**src/rtl/sccb_pkg.sv**
```systemverilog
// Shared constants and FSM state encoding for the SCCB write master.
package sccb_pkg;

  localparam int PHASES         = 3;
  localparam int BITS_PER_PHASE = 9;

  typedef enum logic [3:0] {
    ST_IDLE      = 4'd0,
    ST_START_A   = 4'd1,
    ST_START_B   = 4'd2,
    ST_BIT_SETUP = 4'd3,
    ST_BIT_HIGH  = 4'd4,
    ST_BIT_HOLD  = 4'd5,
    ST_STOP_A    = 4'd6,
    ST_STOP_B    = 4'd7,
    ST_STOP_C    = 4'd8
  } state_e;

endpackage

```
**src/rtl/sccb_tick_gen.sv**
```systemverilog
// Quarter-period strobe: one-cycle tick every Q clk cycles, realigned on restart.
module sccb_tick_gen #(
  parameter int Q = 62
) (
  input  logic clk,
  input  logic rst_n,
  input  logic restart,
  output logic tick
);

  localparam int CW = $clog2(Q) + 1;

  logic [CW-1:0] cnt_q, cnt_d;

  always_comb begin
    cnt_d = cnt_q - CW'(1);
    if (restart || cnt_q == '0) cnt_d = CW'(Q - 1);
  end

  assign tick = (cnt_q == '0);

  always_ff @(posedge clk or negedge rst_n) begin
    if (!rst_n) cnt_q <= '0;
    else        cnt_q <= cnt_d;
  end

endmodule

```
**src/rtl/sccb_master.sv**
```systemverilog
// SCCB 3-phase write master: start, ID/address/data bytes with a released
// ninth cell each, stop. All timing is counted in quarter-period ticks.
module sccb_master
  import sccb_pkg::*;
#(
  parameter int         CLK_FREQ    = 25000000,
  parameter int         SCCB_FREQ   = 100000,
  parameter logic [7:0] CAMERA_ADDR = 8'h42
) (
  input  logic       clk,
  input  logic       rst_n,
  input  logic       start,
  input  logic [7:0] address,
  input  logic [7:0] data,
  output logic       ready,
  output logic       sioc,
  output logic       siod_o,
  output logic       siod_oe
);

  localparam int Q = CLK_FREQ / (4 * SCCB_FREQ);

  generate
    if (Q < 1) begin : g_bad_q
      $error("sccb_master: CLK_FREQ too low for SCCB_FREQ (quarter period < 1)");
    end
  endgenerate

  state_e      state_q, state_d;
  logic [23:0] sreg_q, sreg_d;
  logic [3:0]  bit_q, bit_d;
  logic [1:0]  phase_q, phase_d;
  logic        half_q, half_d;
  logic        tick, accept;

  assign ready  = (state_q == ST_IDLE);
  assign accept = start && ready;

  sccb_tick_gen #(.Q(Q)) u_tick (
    .clk     (clk),
    .rst_n   (rst_n),
    .restart (accept),
    .tick    (tick)
  );

  always_comb begin
    state_d = state_q;
    sreg_d  = sreg_q;
    bit_d   = bit_q;
    phase_d = phase_q;
    half_d  = half_q;
    if (state_q == ST_IDLE) begin
      if (start) begin
        state_d = ST_START_A;
        sreg_d  = {CAMERA_ADDR, address, data};
        bit_d   = '0;
        phase_d = '0;
        half_d  = 1'b0;
      end
    end else if (tick) begin
      case (state_q)
        ST_START_A:   state_d = ST_START_B;
        ST_START_B:   state_d = ST_BIT_SETUP;
        ST_BIT_SETUP: state_d = ST_BIT_HIGH;
        // high phase spans two quarters; half_q marks the second one
        ST_BIT_HIGH: begin
          half_d = ~half_q;
          if (half_q) state_d = ST_BIT_HOLD;
        end
        ST_BIT_HOLD: begin
          if (bit_q == 4'(BITS_PER_PHASE - 1)) begin
            bit_d = '0;
            if (phase_q == 2'(PHASES - 1)) begin
              phase_d = '0;
              state_d = ST_STOP_A;
            end else begin
              phase_d = phase_q + 2'd1;
              state_d = ST_BIT_SETUP;
            end
          end else begin
            bit_d   = bit_q + 4'd1;
            sreg_d  = {sreg_q[22:0], 1'b0};
            state_d = ST_BIT_SETUP;
          end
        end
        ST_STOP_A: state_d = ST_STOP_B;
        ST_STOP_B: state_d = ST_STOP_C;
        default:   state_d = ST_IDLE;
      endcase
    end
  end

  always_comb begin
    sioc    = 1'b1;
    siod_o  = 1'b1;
    siod_oe = 1'b1;
    case (state_q)
      ST_START_A: siod_o = 1'b0;
      ST_START_B: begin
        sioc   = 1'b0;
        siod_o = 1'b0;
      end
      ST_BIT_SETUP, ST_BIT_HOLD, ST_BIT_HIGH: begin
        sioc    = (state_q == ST_BIT_HIGH);
        siod_o  = sreg_q[23];
        siod_oe = (bit_q != 4'(BITS_PER_PHASE - 1));
      end
      ST_STOP_A: begin
        sioc   = 1'b0;
        siod_o = 1'b0;
      end
      ST_STOP_B: siod_o = 1'b0;
      default: ;
    endcase
  end

  always_ff @(posedge clk or negedge rst_n) begin
    if (!rst_n) begin
      state_q <= ST_IDLE;
      sreg_q  <= '0;
      bit_q   <= '0;
      phase_q <= '0;
      half_q  <= 1'b0;
    end else begin
      state_q <= state_d;
      sreg_q  <= sreg_d;
      bit_q   <= bit_d;
      phase_q <= phase_d;
      half_q  <= half_d;
    end
  end

endmodule
```
**config.mk**
```make
export PLATFORM = sky130hd
export DESIGN_NAME = sccb_master
export DESIGN_NICKNAME = d
export VERILOG_FILES = /design/src/rtl/sccb_pkg.sv /design/src/rtl/sccb_tick_gen.sv /design/src/rtl/sccb_master.sv
export SDC_FILE = /design/constraint.sdc
export NUM_CORES = 1
export LEC_CHECK = 0
export ABC_AREA = 1
export CAP_MARGIN = 0
export CORE_ASPECT_RATIO = 0.9
export CORE_UTILIZATION = 63
export CTS_BUF_LIST = sky130_fd_sc_hd__clkbuf_8 sky130_fd_sc_hd__clkbuf_16
export CTS_CLUSTER_SIZE = 16
export DETAILED_ROUTE_END_ITERATION = 10
export DONT_BUFFER_PORTS = 1
export HOLD_SLACK_MARGIN = 0.12
export PLACE_DENSITY = 0.79
export SYNTH_ARGS = -nofsm -noshare
export SYNTH_HDL_FRONTEND = slang
export SYNTH_SLANG_ARGS = --single-unit
```
**constraint.sdc**
```tcl
create_clock -name clk -period 1.96 [get_ports clk]
set_input_delay 0.392 -clock clk [delete_from_list [all_inputs] [get_ports clk]]
set_output_delay 0.392 -clock clk [all_outputs]
set_load 0.1 [all_outputs]
```
==> flow_summary.yaml, run 1 <==
run_status:
  status: "finished, violations left"
  violations: "negative setup slack"
pwr:
  power_frac_seq_pct: 28.6
  peakVddDrop_mv: 1.58
  swShare_pct: 46.0
  powerDensity_nw_per_um2: 1820
  leakage_uw: 0.00145
  p_switching_uw: 2310
  clkPwrFrac_pct: 16.6
  p_int_uw: 2710
  pwr-share-comb_pct: 54.8
route:
  drtIter0Drc: 179
  vias: 2075
  finalWirelength_mm: 5.64
  routedWlPerCell_um: 15.1
  dr.pass1.iters: 4
  ant_nets: 0
  route.detailed.drc: 0
  via_per_inst: 5.55
sta:
  slew_headroom_pct: 70.7
  timing.hold.ws_ns: 0.225
  setup_viol: 1
  fin_setup_tns_ns: -0.0339
  worstMarginPinSlew_ns: 0.439
  min_period_ns: 1.99
  finalHoldViolations: 0
  skew_ns: 0.0123
  fin_ws_ns: -0.0339
  drv_slew: 0
  max_freq_ghz: 0.502
  fin_crit_sh_pct: 102
  rsz0062_at_grt: "true"
clock_network:
  cts_tree: "done"
  clk_latency_ns: 0.31
  clkTransAtPathRegs_ns: 0.08
  cts_made_buffers: 5
  clock-root-buffer: "clkbuf_8"
  cts_sinks: 42
  htreeDepth: 2
  clock_path_buffers: 2
cells_and_area:
  post_route_cells_drive_above_1_share_pct: 20.6
  n_fill_cell: 228
  diodes: 0
  final_common_cell: "nand2_1"
  synthToLayoutAreaGrowth_pct: 19.2
  final_nets: 352
  finalInstanceArea_sq_um: 2760
  final_cell_mix: "130 x nand2_1, 38 x dfrtp_1, 34 x nand3_1"
  fin_util_pct: 79.9
logic_synthesis:
  ys_seq_elements: 42
  yosys_warnings: 0
  ys_top_cells_by_area: "dfrtp_1 45%, nand2_1 21%, nand3_1 7.3%"
  synth_cell_types: 24
  synth-main-ff-cell: "dfrtp_1"
  syn_nets: 333
  synth_top_area_share_pct: 45.4
  synth_edf_count: 0
  yosysTopAreaCell: "dfrtp_1"
  async_flop_share_pct: 100
  syn_area_sq_um: 2320
  netlist_instances: 310
  avgSynthCellArea_sq_um: 7.47
  yosysSeqAreaShare_pct: 45.4
critical_path:
  critical_path.max_fanout: 4
  crit_required_ns: 1.57
  start_kind: "flop"
  r2r_cells: 9
  r2r_slack_ns: 0.19
  crit_type: "flop to output pin"
  reg2reg_from: "state_q[2]$_DFFE_PN0P_"
  r2r-end: "state_q[0]$_DFFE_PN0P_"
  worstSetupEndpointType: "output pin"
  arrival_ns: 1.60
min_path:
  hold_path.class: "input pin to flop"
  hold-path-endpoint: "sreg_q[0]$_DFFE_PN0P_"
  worstHoldStart: "data[0]"
  whs_path_depth: 2
grt:
  grt_pass1_vias: 1790
  grt_pass1_wl_mm: 7.91
  grt_max_degree: 43
  antenna_found_initial: 0
  gr-total-overflow: 0
  grt.total_usage_pct: 27.4
floorplan:
  die_h_um: 59.5
  core_sq_um: 3450
  boundaryPins: 23
  die_w_um: 65.9
  start_util_pct: 67.1
  rows: 20
  die_area_sq_um: 3920
placed_design:
  place_congestion: 0.841
  place_area_sq_um: 2410
  io_buffers: 0
  hpwlAfterDp_mm: 3.16
job:
  cap_violations: 0
-- layout make-up --
type	instances	area, sq um	share of cell area, %
tap	44	55.1	1.99
inverter	23	88.8	3.22
clock inverter	3	68.8	2.49
multi-input combinational	236	1150	41.7
timing repair buffer	21	270	9.79
sequential	42	1060	38.3
clock buffer	5	68.8	2.49
-- flip-flops by register name (all words and copies together) (netlist names) --
| name | flops |
|---|---|
| u_tick.cnt_q | 7 |
| half_q | 1 |
| state_q | 4 |
| phase_q | 2 |
| bit_q | 4 |
| sreg_q | 24 |
-- power by group through the flow --
stage	clock, uW	sequential [uW]	combinational, uW
finish	832	1440	2750
floorplan	0	1390	1770
global placement	0	1420	2220
global route	874	1470	2970
CTS	835	1430	2350
detailed placement	0	1440	2260
-- timing repair --
item / CTS / global route
endpoints found under the hold margin: 42 / 0
pin swaps: 3 / 3
gates resized for setup: 8 / 8
gates cloned: 0 / 2
buffers inserted: 3 / 6
hold buffers: 2 / 0
endpoints found under the setup margin: 4 / 4
-- metal layers --
metal	up-vias	wire, um	GRT usage (%)
li1	1013	-	-
met1	986	2450	36.7
met2	65	2840	42.9
met3	11	230	5.77
met4	0	120	12.4
met5	-	0	0
-- cell families (layout without fill, tap and decap cells) --
logic type / after synthesis / in the layout / synth area share, %
and+or+nand+nor: 218 / 218 / 41.9
DFF: 42 / 42 / 45.4
buffers and inverters: 32 / 52 / 6.59
AOI/OAI and AO/OA: 12 / 12 / 3.19
adders and majority gates: 4 / 4 / 2.16
xor gates and xnor gates: 2 / 2 / 0.756
-- metrics by stage --
step           total power, uW  setup slack (ns)  cells
2_1_floorplan             3160            -0.489    310
3_3_place_gp              3640             0.172    353
3_5_place_dp              3700             0.152    353
4_1_cts                   4620           0.00236    366
5_1_grt                   5310           -0.0622    374
6_report                  5020           -0.0339    374
-- cells in the mapped netlist (all sizes together), types with 2 or more instances --
| master | instances |
|---|---|
| buf | 9 |
| dfrtp | 42 |
| ha | 4 |
| inv | 23 |
| nand2 | 146 |
| nand3 | 37 |
| nand4 | 7 |
| nor2 | 20 |
| nor3 | 4 |
| o21ai | 10 |
| or2 | 3 |
| xor2 | 2 |
-- worst max path at each step --
stage / from / to / depth (start not counted)
after detailed placement: state_q[3]$_DFFE_PN0P_ / siod_o / 6
after floorplan: state_q[1]$_DFFE_PN0P_ / siod_o / 3
after global routing: state_q[2]$_DFFE_PN0P_ / siod_o / 6
after CTS: state_q[1]$_DFFE_PN0P_ / sioc / 7
final: state_q[3]$_DFFE_PN0P_ / siod_o / 6
after global placement: state_q[3]$_DFFE_PN0P_ / siod_o / 6
-- worst max-delay path: stages, from the launching register on --
cell and delay [ns]:
dfrtp_2 0.44, inv_2 0.13, nand2_4 0.08, o21ai_2 0.13, nand2_1 0.07, o211ai_1 0.17, clkbuf_16 0.28
Power figures use the tool's default switching activity.
==> run 2: changes to the inputs <==
CORE_ASPECT_RATIO = 0.7   (was 0.9)
==> flow_summary.yaml, run 2 (synthesis results as in run 1) <==
sta:
  min_period_ns: 1.94
  finalHoldViolations: 0
  drv_slew: 0
  fin_crit_sh_pct: 99.1
  setup_viol: 0
  worstMarginPinSlew_ns: 0.421
  max_freq_ghz: 0.515
  rsz0062_at_grt: "true"
  skew_ns: 0.00362
  fin_setup_tns_ns: 0
  slew_headroom_pct: 71.9
route:
  finalWirelength_mm: 5.04
  dr.pass1.iters: 4
  via_per_inst: 5.27
  route.detailed.drc: 0
  vias: 1967
  ant_nets: 0
  routedWlPerCell_um: 13.5
  drtIter0Drc: 112
placed_design:
  io_buffers: 0
  hpwlAfterDp_mm: 3.47
  place_congestion: 0.916
floorplan:
  die_area_sq_um: 3930
  die_w_um: 74.5
  die_h_um: 52.7
  start_util_pct: 65.9
  rows: 18
  core_sq_um: 3510
  boundaryPins: 23
cells_and_area:
  largest_reg_flops: 24
  largest-register: "sreg_q"
  n_fill_cell: 285
  top_regs: "sreg_q (24), u_tick.cnt_q (7)"
  post_route_cells_drive_above_1_share_pct: 19.2
  fin_util_pct: 74.4
  final_cell_mix: "129 x nand2_1, 39 x dfrtp_1, 34 x nand3_1"
  final_nets: 346
  diodes: 0
  synthToLayoutAreaGrowth_pct: 12.9
  final_common_cell: "nand2_1"
clock_network:
  cts_made_buffers: 5
  clk_latency_ns: 0.29
  htreeDepth: 2
  clock_path_buffers: 2
  cts_tree: "done"
  cts_sinks: 42
  clkTransAtPathRegs_ns: 0.07
  clock-root-buffer: "clkbuf_8"
critical_path:
  crit_type: "flop to output pin"
  crit_required_ns: 1.57
  r2r-end: "phase_q[0]$_DFFE_PN0P_"
  worstSetupEndpointType: "output pin"
  arrival_ns: 1.55
  crit_start: "state_q[3]$_DFFE_PN0P_"
  r2r_cells: 9
  r2r_slack_ns: 0.23
  worstSetupEndpoint: "siod_o"
  start_kind: "flop"
  reg2reg_from: "u_tick.cnt_q[3]$_DFF_PN0_"
  critical_path.max_fanout: 5
grt:
  grt.total_usage_pct: 27.9
  gr-total-overflow: 0
  grt_pass1_wl_mm: 7.96
  grt_max_degree: 43
  antenna_found_initial: 0
  grt_pass1_vias: 1722
pwr:
  leakage_uw: 0.00138
  peakVddDrop_mv: 1.55
  powerDensity_nw_per_um2: 1700
job:
  cap_violations: 0
min_path:
  hold_path.class: "input pin to flop"
run_status:
  status: "finished, final reports clean"
==> run 2: cell types whose count changed in the layout (fill, tap and decap cells not counted), sizes merged <==
| cell | previous run | this run |
|---|---|---|
| bufinv | 2 | 0 |
| clkinv | 1 | 2 |
| clkbuf | 8 | 6 |
| buf | 17 | 13 |
==> run 2: area by class of cell <==
class / count / area, sq um / share of cell area [%]
Sequential cell: 42 / 1050 / 40.3
Tap cell: 50 / 62.6 / 2.39
Timing Repair Buffer: 15 / 183 / 6.99
Clock inverter: 2 / 10.0 / 0.383
Clock buffer: 5 / 68.8 / 2.63
Inverter: 23 / 88.8 / 3.40
Multi-Input combinational cell: 236 / 1150 / 43.9
==> run 2: worst min path at each step <==
| stage | from | endpoint | slack [ns] | depth (start not counted) |
|---|---|---|---|---|
| 6_report | start | sreg_q[0]$_DFFE_PN0P_ | 0.27 | 2 |
| 5_1_grt | start | sreg_q[0]$_DFFE_PN0P_ | 0.29 | 2 |
| 4_1_cts | start | sreg_q[0]$_DFFE_PN0P_ | 0.26 | 2 |
| 3_5_place_dp | rst_n | sreg_q[10]$_DFFE_PN0P_ | 0.1 | 0 |
| 3_3_place_gp | rst_n | sreg_q[10]$_DFFE_PN0P_ | 0.1 | 0 |
| 2_1_floorplan | rst_n | bit_q[0]$_DFFE_PN0P_ | 0.1 | 0 |
==> run 2: power by group <==
| group | total, uW | internal, uW | switching [uW] |
|---|---|---|---|
| Sequential | 1450 | 1190 | 259 |
| Clock | 525 | 239 | 285 |
| Combinational | 2470 | 840 | 1630 |
==> run 2: routing by layer <==
metal,GRT usage [%],wire [um],vias up
met5,0,0,-
met4,8.81,61,0
met3,7.69,227,9
met2,37.8,2180,49
met1,42.2,2570,904
li1,-,-,1005
==> run 2: repair_timing <==
item / 4_1_cts / 5_1_grt
endpoints found under the hold margin: 42 / 0
hold buffers: 2 / 0
endpoints found under the setup margin: 3 / 4
gates resized for setup: 5 / 12
buffers inserted: 2 / 2
==> run 2: per-stage QoR <==
step | area [sq um] | power, uW | instances | setup slack, ns | hold WS [ns]
after floorplan | 2320 | 3160 | 310 | -0.489 | 0.0964
after global placement | 2430 | 3700 | 360 | 0.204 | 0.0969
after detailed placement | 2430 | 3760 | 360 | 0.217 | 0.0968
after CTS | 2560 | 4350 | 371 | 0.00633 | 0.262
after global routing | 2620 | 4780 | 373 | -0.0401 | 0.287
final | 2620 | 4450 | 373 | 0.0184 | 0.268
==> run 2: worst max-delay path, cell delays in order, from the launching register on <==
cell and delay (ns):
dfrtp_2 0.47, inv_2 0.09, nand2_2 0.08, o21ai_2 0.17, nand2_1 0.07, o211ai_1 0.13
clkbuf_16 0.26
==> run 3: changes to the inputs <==
CORE_MARGIN = 1   (was unset)
CORE_UTILIZATION = 40   (was 63)
PLACE_DENSITY = unset   (was 0.79)
==> flow_summary.yaml, run 3 (synthesis results as in run 1) <==
clock_network:
  htreeDepth: 2
  cts_made_buffers: 5
  cts_tree: "done"
  clk_latency_ns: 0.30
  clock_path_buffers: 2
  cts_sinks: 42
  clkTransAtPathRegs_ns: 0.09
  clock-root-buffer: "clkbuf_8"
sta:
  fin_crit_sh_pct: 101
  max_freq_ghz: 0.504
  setup_viol: 1
  timing.hold.ws_ns: 0.235
  skew_ns: 0.00802
  finalHoldViolations: 0
  worstMarginPinSlew_ns: 0.451
  rsz0062_at_grt: "true"
  fin_ws_ns: -0.0233
  min_period_ns: 1.98
  slew_headroom_pct: 69.9
  drv_slew: 0
route:
  dr.pass1.iters: 4
  routedWlPerCell_um: 12.6
  vias: 1966
  via_per_inst: 4.89
  finalWirelength_mm: 5.08
  ant_nets: 0
  drtIter0Drc: 79
  route.detailed.drc: 0
pwr:
  leakage_uw: 0.00145
  p_int_uw: 2660
  p_switching_uw: 2200
  peakVddDrop_mv: 0.781
  power_frac_seq_pct: 29.6
  pwr-share-comb_pct: 53.3
  clkPwrFrac_pct: 17.1
  p_total_uw: 4870
  powerDensity_nw_per_um2: 1750
  swShare_pct: 45.3
run_status:
  status: "finished, violations left"
  violations: "negative setup slack"
grt:
  grt_max_degree: 43
  gr-total-overflow: 0
  grt_pass1_wl_mm: 8.71
  grt.total_usage_pct: 18.4
  antenna_found_initial: 0
  grt_pass1_vias: 1885
job:
  cap_violations: 0
cells_and_area:
  multi_input_comb_area_sq_um: 1160
  n_fill_cell: 543
  diodes: 0
  largest_reg_flops: 24
  largest-register: "sreg_q"
  synthToLayoutAreaGrowth_pct: 20.4
  final_cell_mix: "128 x nand2_1, 37 x dfrtp_1, 34 x nand3_1"
  top_regs: "sreg_q (24), u_tick.cnt_q (7)"
  regArea_sq_um: 1060
  final_common_cell: "nand2_1"
  post_route_cells_drive_above_1_share_pct: 21.5
  final_nets: 352
floorplan:
  core_sq_um: 5400
  rows: 22
  start_util_pct: 42.9
  die_w_um: 92.9
  boundaryPins: 23
  die_area_sq_um: 6100
  die_h_um: 65.7
placed_design:
  place_congestion: 0.817
  hpwlAfterDp_mm: 3.23
  io_buffers: 0
critical_path:
  start_kind: "flop"
  critical_path.max_fanout: 5
  crit_type: "flop to output pin"
  crit_required_ns: 1.57
  arrival_ns: 1.59
  worstSetupEndpointType: "output pin"
min_path:
  hold_path.class: "input pin to flop"
==> run 3: cell types whose count changed in the layout (fill, tap and decap cells not counted), moves of 2 or more <==
cell	before	now
clkinv_2	2	0
dfrtp_1	39	37
dfrtp_2	3	5
clkinv_4	0	2
buf_4	9	14
bufinv_16	0	2
==> run 3: path summary, 6_finish.rpt <==
kind                                           startpoint                        end  slack, ns  cells past startpoint
worst max register to register     state_q[1]$_DFFE_PN0P_      sreg_q[9]$_DFFE_PN0P_       0.23                      8
max in group asynchronous                           rst_n       bit_q[0]$_DFFE_PN0P_       1.12                      2
worst min register to register  u_tick.cnt_q[0]$_DFF_PN0_  u_tick.cnt_q[0]$_DFF_PN0_       0.45                      1
worst min-delay path                              data[0]      sreg_q[0]$_DFFE_PN0P_       0.24                      2
worst max-delay path               state_q[3]$_DFFE_PN0P_                     siod_o      -0.02                      6
min in group asynchronous                           rst_n       bit_q[3]$_DFFE_PN0P_       0.62                      2
==> run 3: cell type report <==
class	instances	share of cell area, %
inverter	23	3.28
timing repair buffer	21	9.06
sequential	42	37.9
clock inverter	3	2.47
clock buffer	5	2.47
tap	72	3.23
multi-input combinational	236	41.6
==> run 3: through the flow <==
stage / TNS [ns] / setup WS, ns / cells / util, % / instance area (sq um)
finish: -0.0233 / -0.0233 / 402 / 51.7 / 2790
global route: -0.116 / -0.0718 / 402 / 51.7 / 2790
CTS: -0.0180 / -0.0180 / 391 / 48.9 / 2640
detailed placement: 0 / 0.138 / 381 / 45.4 / 2450
global placement: 0 / 0.185 / 381 / 45.4 / 2450
floorplan: -0.526 / -0.489 / 310 / - / 2320
==> run 3: repair_timing <==
action                     4_1_cts  5_1_grt
resized for setup                6       16
cloned                           0        1
setup endpoints to repair        2        4
pin swaps                        0        2
buffers inserted                 0       10
hold buffers                     2        0
hold endpoints to repair        42        0
==> run 3: power by group through the flow <==
stage | Combinational [uW] | Sequential (uW) | Clock, uW
5_1_grt | 2890 | 1480 | 885
3_3_place_gp | 2250 | 1430 | 0
3_5_place_dp | 2280 | 1430 | 0
4_1_cts | 2320 | 1430 | 852
2_1_floorplan | 1770 | 1390 | 0
6_report | 2590 | 1440 | 833
==> run 3: layer usage <==
| layer | share of wire (%) | track usage, % | wire length (um) |
|---|---|---|---|
| met1 | 54 | 26.3 | 2740 |
| met2 | 43 | 28.2 | 2160 |
| met3 | 2.3 | 3.82 | 119 |
| met4 | 1.1 | 5.19 | 57 |
| met5 | 0 | 0 | 0 |
==> run 3: critical path, cell delays in order, from the launching register on <==
cell	delay [ns]
dfrtp_2	0.46
inv_2	0.10
nand2_4	0.08
o21ai_4	0.17
nand2_1	0.09
o211ai_1	0.13
clkbuf_16	0.25
